$ cat config.mk
export PLATFORM = sky130hd
export DESIGN_NAME = clint_timer
export DESIGN_NICKNAME = d
export VERILOG_FILES = /design/src/rtl/clint_timer.sv
export SDC_FILE = /design/constraint.sdc
export NUM_CORES = 1
export LEC_CHECK = 0
export CAP_MARGIN = 10
export CELL_PAD_IN_SITES_DETAIL_PLACEMENT = 1
export CELL_PAD_IN_SITES_GLOBAL_PLACEMENT = 1
export CORE_MARGIN = 5
export CORE_UTILIZATION = 48
export CTS_BUF_LIST = sky130_fd_sc_hd__clkbuf_4 sky130_fd_sc_hd__clkbuf_8 sky130_fd_sc_hd__clkbuf_16
export DETAILED_ROUTE_END_ITERATION = 16
export GPL_ROUTABILITY_DRIVEN = 0
export GPL_TIMING_DRIVEN = 0
export MAX_ROUTING_LAYER = met4
export PLACE_DENSITY_LB_ADDON = 0.1
export SYNTH_ARGS = -nofsm -noshare
export SYNTH_HDL_FRONTEND = slang
export SYNTH_SLANG_ARGS = --single-unit
$ cat constraint.sdc
create_clock -name clk -period 5.5 [get_ports clk]
set_input_delay 1.1 -clock clk [delete_from_list [all_inputs] [get_ports clk]]
set_output_delay 1.1 -clock clk [all_outputs]
set_load 0.02 [all_outputs]
$ cat src/rtl/clint_timer.sv
// Core-local interruptor: 64-bit mtime/mtimecmp and msip behind a valid/ready slave port,
// driving the machine timer (IRQ7) and machine software (IRQ3) interrupt lines.
module clint_timer #(
    parameter logic [31:0] BASE_ADDR = 32'h0200_0000,
    parameter int unsigned TICK_DIV  = 1
) (
    input  logic        clk,
    input  logic        resetn,
    input  logic        valid,
    output logic        ready,
    input  logic [3:0]  wstrb,
    input  logic [31:0] addr,
    input  logic [31:0] wdata,
    output logic [31:0] rdata,
    output logic        IRQ3,
    output logic        IRQ7
);

    localparam int PW = (TICK_DIV > 1) ? $clog2(TICK_DIV) : 1;
    localparam logic [PW-1:0] PRESC_MAX = PW'(TICK_DIV - 1);

    localparam logic [13:0] OFF_MSIP     = 14'h0000;
    localparam logic [13:0] OFF_MTCMP_LO = 14'h1000;
    localparam logic [13:0] OFF_MTCMP_HI = 14'h1001;
    localparam logic [13:0] OFF_MTIME_LO = 14'h2FFE;
    localparam logic [13:0] OFF_MTIME_HI = 14'h2FFF;

    logic          ready_q,   ready_d;
    logic [31:0]   rdata_q,   rdata_d;
    logic          msip_q,    msip_d;
    logic [31:0]   mtimeLo_q, mtimeLo_d;
    logic [31:0]   mtimeHi_q, mtimeHi_d;
    logic [31:0]   cmpLo_q,   cmpLo_d;
    logic [31:0]   cmpHi_q,   cmpHi_d;
    logic [PW-1:0] presc_q,   presc_d;
    logic          irq7_q,    irq7_d;

    logic        inWindow, accept, isWrite, tick;
    logic        selMsip, selCmpLo, selCmpHi, selTimeLo, selTimeHi;
    logic [31:0] readMux;

    function automatic logic [31:0] mergeBytes(input logic [31:0] oldVal,
                                               input logic [31:0] newVal,
                                               input logic [3:0]  be);
        logic [31:0] res;
        res = oldVal;
        for (int b = 0; b < 4; b++) begin
            if (be[b]) res[b*8 +: 8] = newVal[b*8 +: 8];
        end
        return res;
    endfunction

    // Byte offset bits [1:0] are don't-care in the word decode.
    assign selMsip   = (addr[15:0] ==? {OFF_MSIP,     2'b??});
    assign selCmpLo  = (addr[15:0] ==? {OFF_MTCMP_LO, 2'b??});
    assign selCmpHi  = (addr[15:0] ==? {OFF_MTCMP_HI, 2'b??});
    assign selTimeLo = (addr[15:0] ==? {OFF_MTIME_LO, 2'b??});
    assign selTimeHi = (addr[15:0] ==? {OFF_MTIME_HI, 2'b??});

    assign inWindow = (addr[31:16] == BASE_ADDR[31:16]);
    assign accept   = valid && !ready_q && inWindow;
    assign isWrite  = accept && (wstrb != 4'b0000);
    assign tick     = (presc_q == PRESC_MAX);

    always_comb begin
        readMux   = 32'h0;
        presc_d   = tick ? '0 : presc_q + 1'b1;
        ready_d   = accept;
        rdata_d   = rdata_q;
        msip_d    = msip_q;
        cmpLo_d   = cmpLo_q;
        cmpHi_d   = cmpHi_q;
        mtimeLo_d = mtimeLo_q;
        mtimeHi_d = mtimeHi_q;

        if (selMsip)   readMux = {31'h0, msip_q};
        if (selCmpLo)  readMux = cmpLo_q;
        if (selCmpHi)  readMux = cmpHi_q;
        if (selTimeLo) readMux = mtimeLo_q;
        if (selTimeHi) readMux = mtimeHi_q;
        if (accept)    rdata_d = readMux;

        // A bus write to a half overrides that half's tick; carry only leaves an unwritten low word.
        if (isWrite && selTimeLo) begin
            mtimeLo_d = mergeBytes(mtimeLo_q, wdata, wstrb);
        end else if (tick) begin
            mtimeLo_d = mtimeLo_q + 32'h1;
        end
        if (isWrite && selTimeHi) begin
            mtimeHi_d = mergeBytes(mtimeHi_q, wdata, wstrb);
        end else if (tick && !(isWrite && selTimeLo) && (&mtimeLo_q)) begin
            mtimeHi_d = mtimeHi_q + 32'h1;
        end

        if (isWrite && selCmpLo) cmpLo_d = mergeBytes(cmpLo_q, wdata, wstrb);
        if (isWrite && selCmpHi) cmpHi_d = mergeBytes(cmpHi_q, wdata, wstrb);
        if (isWrite && selMsip && wstrb[0]) msip_d = wdata[0];

        irq7_d = ({mtimeHi_q, mtimeLo_q} >= {cmpHi_q, cmpLo_q});
    end

    always_ff @(posedge clk or negedge resetn) begin
        if (!resetn) begin
            ready_q   <= 1'b0;
            rdata_q   <= 32'h0;
            msip_q    <= 1'b0;
            mtimeLo_q <= 32'h0;
            mtimeHi_q <= 32'h0;
            cmpLo_q   <= 32'hFFFF_FFFF;
            cmpHi_q   <= 32'hFFFF_FFFF;
            presc_q   <= '0;
            irq7_q    <= 1'b0;
        end else begin
            ready_q   <= ready_d;
            rdata_q   <= rdata_d;
            msip_q    <= msip_d;
            mtimeLo_q <= mtimeLo_d;
            mtimeHi_q <= mtimeHi_d;
            cmpLo_q   <= cmpLo_d;
            cmpHi_q   <= cmpHi_d;
            presc_q   <= presc_d;
            irq7_q    <= irq7_d;
        end
    end

    assign ready = ready_q;
    assign rdata = rdata_q;
    assign IRQ3  = msip_q;
    assign IRQ7  = irq7_q;

endmodule

### After elaboration in Yosys (flattened, before gate mapping)

Cells that the tools add are included.

| storage, ports and cells | value |
|---|---|
| register bits after elaboration | 164 |
| latch bits | 0 |
| RAM bits | 0 |
| ROM bits | 0 |
| memories kept | 0 |

| cells by class | value |
|---|---|
| add/sub/neg operators | 3 |
| $mul | 0 |
| div/mod/pow operators | 0 |
| magnitude comparators | 1 |
| equality and inequality tests | 14 |
| shift operators | 0 |
| mux-type cells | 14 |
| bitwise gates (word level) | 1 |
| reduce and logical (&&, ||, !) cells | 33 |

Operators with widths:

| operator | count |
|---|---|
| 2-to-1 mux 32 bit | 8 |
| adder 32 x 1 -> 32 bit, second input constant | 2 |
| greater-or-equal comparator 64 bit | 1 |
| 2-to-1 mux 8 bit | 4 |
| AND reduction 2 bit | 16 |
| AND reduction 32 bit | 1 |
| == test 14 x 13 -> 1 bit, second input constant | 2 |
| == test 14 bit, second input constant | 2 |
| == test 16 x 10 -> 1 bit, second input constant | 1 |
| != test 2 bit, second input constant | 8 |
| logical NOT 14 bit | 1 |
| logical AND 1 bit | 11 |
| nonzero test 4 bit | 1 |
| logical NOT 1 bit | 2 |
| 2-to-1 mux 1 bit | 2 |
| != test 2 x 1 -> 1 bit, second input constant | 1 |
| nonzero test 2 bit | 1 |
| adder 1 bit, second input constant | 1 |
| inverter 1 bit | 1 |

### Logic depth before layout (Yosys ltp)

| depth | value |
|---|---|
| depth after elaboration | 10 |
| depth in mapped cells | 8 |
| mapped depth without buffers | 8 |

### Least setup slack after synthesis

Ideal clock, no wire load.

| timing | value |
|---|---|
| path type | input to register |
| start | in addr[26] |
| end | reg mtimeHi_q[2] |
| library setup time | 87 ps |
| arrival | 3,050 ps |
| required time | 5,413 ps |
| setup slack | 2,363 ps |
| stages | 8 |
| cell sequence | or4_1 -> clkbuf_1 -> nor4_4 -> buf_4 -> mux2i_1 -> clkbuf_1 -> o21ai_0 -> a22oi_1 |

| between the ends | value |
|---|---|
| word-level cells in the longest chain between the ends | 9 |
| elaborated cells between the ends (all ways) | 12 |
| those cells by class | 2 x eq/ne; 1 x mux; 9 x reduce/logical |

Ends and longest elaborated chain:

| item | RTL line | source |
|---|---|---|
| from (decl) | 12 | `input logic [31:0] addr,` |
| == test 16 x 10 -> 1 bit * | 60 | `assign inWindow = (addr[31:16] == BASE_ADDR[31:16]);` |
| logical AND 1 bit * | 61 | `assign accept = valid && !ready_q && inWindow;` |
| logical AND 1 bit * | 62 | `assign isWrite = accept && (wstrb != 4'b0000);` |
| logical AND 1 bit | 91 | `end else if (tick && !(isWrite && selTimeLo) && (&mtimeLo_q)) begin` |
| logical NOT 1 bit | 91 |  |
| logical AND 1 bit (2 in series) | 91 |  |
| nonzero test 2 bit (no line) | -- |  |
| AND reduction 2 bit (no line) | -- |  |
| to (signal assigned) | 118 | `mtimeHi_q <= mtimeHi_d;` |
| to (decl) | 32 | `logic [31:0] mtimeHi_q, mtimeHi_d;` |

Every way passes the cells marked *; elsewhere a longest branch is shown, timed or not.
A chain may end at the register's enable or synchronous reset.

### Worst setup path in the final report

| timing | value |
|---|---|
| start | in addr[26] |
| end | reg rdata_q[30], in the netlist rdata[30] |

| between the ends | value |
|---|---|
| word-level cells in the longest chain between the ends | 2 |

Ends and longest elaborated chain:

| item | RTL line | source |
|---|---|---|
| == test 16 x 10 -> 1 bit | 60 |  |
| logical AND 1 bit | 61 |  |
| to (signal assigned) | 115 | `rdata_q <= rdata_d;` |
| to (decl) | 29 | `logic [31:0] rdata_q, rdata_d;` |

Every way passes these cells.

==> results by group <==
Layout
  • Post-Layout Cell Count: 1,545
  • NumNets Final: 1,388
  • Layout cells sized above 1: 18.2%
  • Final instance area: 12,500 µm²
  • Layout area overhead: 18.7%

Place
  • HPWL Detailed: 29.9 mm
  • Port Buffer Count: 100
  • Placed instance count: 1,511
  • Placed inst area: 11,900 µm²

Synthesis
  • Yosys top cell area share: 23.5%
  • #FFs+latches synth: 163
  • Syn nets: 1,267
  • Synth top cells by count: nor2_1 (108), dfrtp_1 (99), a21oi_1 (89)
  • Syn Inst Count: 1,130
  • Area contributors post-synth: dfrtp_1 (23%), dfstp_2 (16%), mux2_2 (9.1%), ha_1 (7.8%), a21oi_1 (4.2%)
  • Register area share after synthesis: 39.4%
  • Asr flop ratio synth: 100%
  • Synth warn: 0
  • Primary FF master, synth: dfrtp_1
  • Post-synth EDFFs: 0
  • Syn avg cell area: 9.33 µm²
  • Top cell type by total area after synthesis: dfrtp_1
  • Mapped Area: 10,500 µm²
  • Top-count cell post-synth: nor2_1
  • Post-synth cell types: 71

Critical path
  • WP data arrival: 4650 ps
  • Worst setup path start: addr[26]
  • Reg-to-reg startpoint: mtimeLo_q[0]
  • Worst Setup End Kind: flip-flop
  • Critical path fanouts, max: 10
  • Crit start category: input port
  • Worst setup path class: in -> reg
  • CP Data Required Time: 5780 ps

Floorplanning
  • Die Span Y: 158 µm
  • Core Area: 21,800 µm²
  • Rows: 54
  • Die width: 158 µm
  • Io pins: 106
  • Initial Util: 48.5%
  • Die ar.: 25,000 µm²

Drt
  • Drt first pass iters: 7
  • DRT iter0 DRCs: 1,173
  • Drt via density: 6.60
  • Wirelength per Cell: 26.3 µm
  • ANT nets after route: 0
  • # DRC: 0
  • Detailed Route WL: 40.6 mm
  • Vias: 10,200

Clock network
  • CTS tree: done
  • Clock Latency Late Sink: 460 ps
  • CTS buffer count: 17
  • Cts hold-fix bufs: 0
  • CTS root buf: clkbuf_16
  • # resized after CTS: 0
  • H-Tree Depth: 4
  • Post-CTS Setup Inserts: 0
  • CTS sink cnt: 163
  • CTS max path bufs: 2
  • Clock transition at path regs: 70 ps

STA
  • Slew Viols, Final: 0
  • Slew headroom: 31.2%
  • Worst Max-Slew Pin Slew: 1030 ps
  • RSZ-0062 raised after global routing: false
  • Highest Clock Rate: 229 MHz
  • Clock skew: 13.8 ps
  • Final worst-path cycle share: 79.4%
  • Fin. Hold Viols: 0
  • Final Setup Violations: 0
  • Crit path time final: 4370 ps

Global route
  • Vias in the first global route: 10,500
  • GRT Overall Usage: 33.8%
  • First-pass GRT wire length: 62.2 mm
  • Initial antenna violation count: 1
  • Grt ovf: 0
  • Largest net degree at the start of global routing: 97

Status
  • Outcome: finished clean

Pwr
  • Clock group share of total power: 47.8%
  • Sequential power share: 46.3%
  • Switching fraction of total power: 26.5%
  • Power Density: 207 nW/µm²
  • Leakage: 4.97 nW
  • Internal power: 1.91 mW
  • Switching power: 0.687 mW
  • Combinational share of power: 5.9%
  • Max VDD drop: 0.209 mV

Job
  • Max Cap Viol: 0

Worst hold path
  • Hold_sp: cmpLo_q[20]
  • Hold Path Class: reg -> reg
-- worst max-delay path, stage by stage --
cell	delay, ps
clkdlybuf4s50_1	420
or4_1	510
clkbuf_1	220
nor3_2	640
clkbuf_1	720
clkbuf_1	840
a21oi_1	180
-- power by group through the flow --
stage	logic, mW	clock network (mW)	registers, mW
after detailed placement	0.152	0	1.22
after floorplan	0.0370	0	1.22
after global routing	0.163	1.30	1.20
after CTS	0.152	1.25	1.20
after global placement	0.146	0	1.22
final	0.154	1.24	1.20
-- registers in the layout, summed over array words and instances (netlist names) --
name	flops
IRQ3	1
rdata	32
cmpLo_q	32
cmpHi_q	32
mtimeLo_q	32
ready	1
IRQ7	1
mtimeHi_q	32
-- cell families (layout without fill, tap and decap cells) --
family / after synthesis / after routing / synth area share (%)
multiplexers: 92 / 92 / 9.74
adder cells (fa/ha/maj): 66 / 66 / 7.83
AND/OR/NAND/NOR: 367 / 367 / 18.3
AO/OA/AOI/OAI: 304 / 304 / 19.4
flip-flops: 163 / 163 / 39.4
buffers and inverters: 138 / 272 / 5.26
other: 0 / 1 / 0
-- routing by layer --
metal | global-route usage, % | up-vias | wire length (µm)
met1 | 44.1 | 5123 | 16900
li1 | - | 4503 | -
met5 | - | - | 0
met4 | 12.7 | 0 | 1400
met2 | 51.9 | 474 | 19000
met3 | 7.30 | 94 | 3400
-- worst paths after layout --
| check | slack, ps | cells past startpoint | end |
|---|---|---|---|
| worst max-delay path | 1130 | 7 | rdata[30] |
| worst min-delay path | 500 | 2 | cmpLo_q[20] |
| worst max register to register | 1970 | 7 | mtimeHi_q[21] |
| max in group asynchronous | 3980 | 2 | mtimeHi_q[14] |
| worst min register to register | 500 | 2 | cmpLo_q[20] |
| min in group asynchronous | 610 | 1 | mtimeHi_q[28] |
-- cell type report --
type | count | area, µm²
clock buffers | 18 | 433
fillers | 2500 | 9240
flip-flops and latches | 163 | 4160
plain buffers | 51 | 228
inverters | 87 | 327
repair buffers | 102 | 1040
well taps | 280 | 350
multi-input cells | 829 | 5830
diodes | 1 | 2.50
clock inverters | 14 | 145
-- metrics by stage --
step	util [%]	setup TNS (ps)	total power [mW]	hold WS, ps	worst slack, ps
after floorplan	-	0	1.26	468	2360
after global placement	54.7	-465740	1.37	477	-3740
after detailed placement	54.8	0	1.37	495	769
after CTS	57.5	0	2.60	506	1210
after global routing	57.5	0	2.66	526	1040
final	57.5	0	2.60	500	1130
-- cell usage in the layout, fill, tap and decap left out, types with 4 or more instances in the layout --
cell type and instances:
clkdlybuf4s50_1 99, a222oi_1 31, and3_1 14, clkbuf_16 17, nor4_1 16, nand4_1 32, clkbuf_1 33, nor3_1 37
or4_1 5, inv_1 87, mux2_2 85, a2bb2oi_1 4, buf_2 14, o211ai_1 5, a21o_1 11, o21bai_1 4
mux2i_1 7, o21ai_1 6, nor2_1 108, o32ai_1 8, o21a_1 4, a211oi_1 12, a211o_1 14, dfrtp_1 99
nand2_1 57, a21oi_1 89, inv_6 6, o21ai_0 61, and2_1 5, o22ai_1 22, nand3_1 51, or3_1 5
ha_1 66, dfstp_2 64, nand2b_1 5
(Power assumes the default switching activity.)
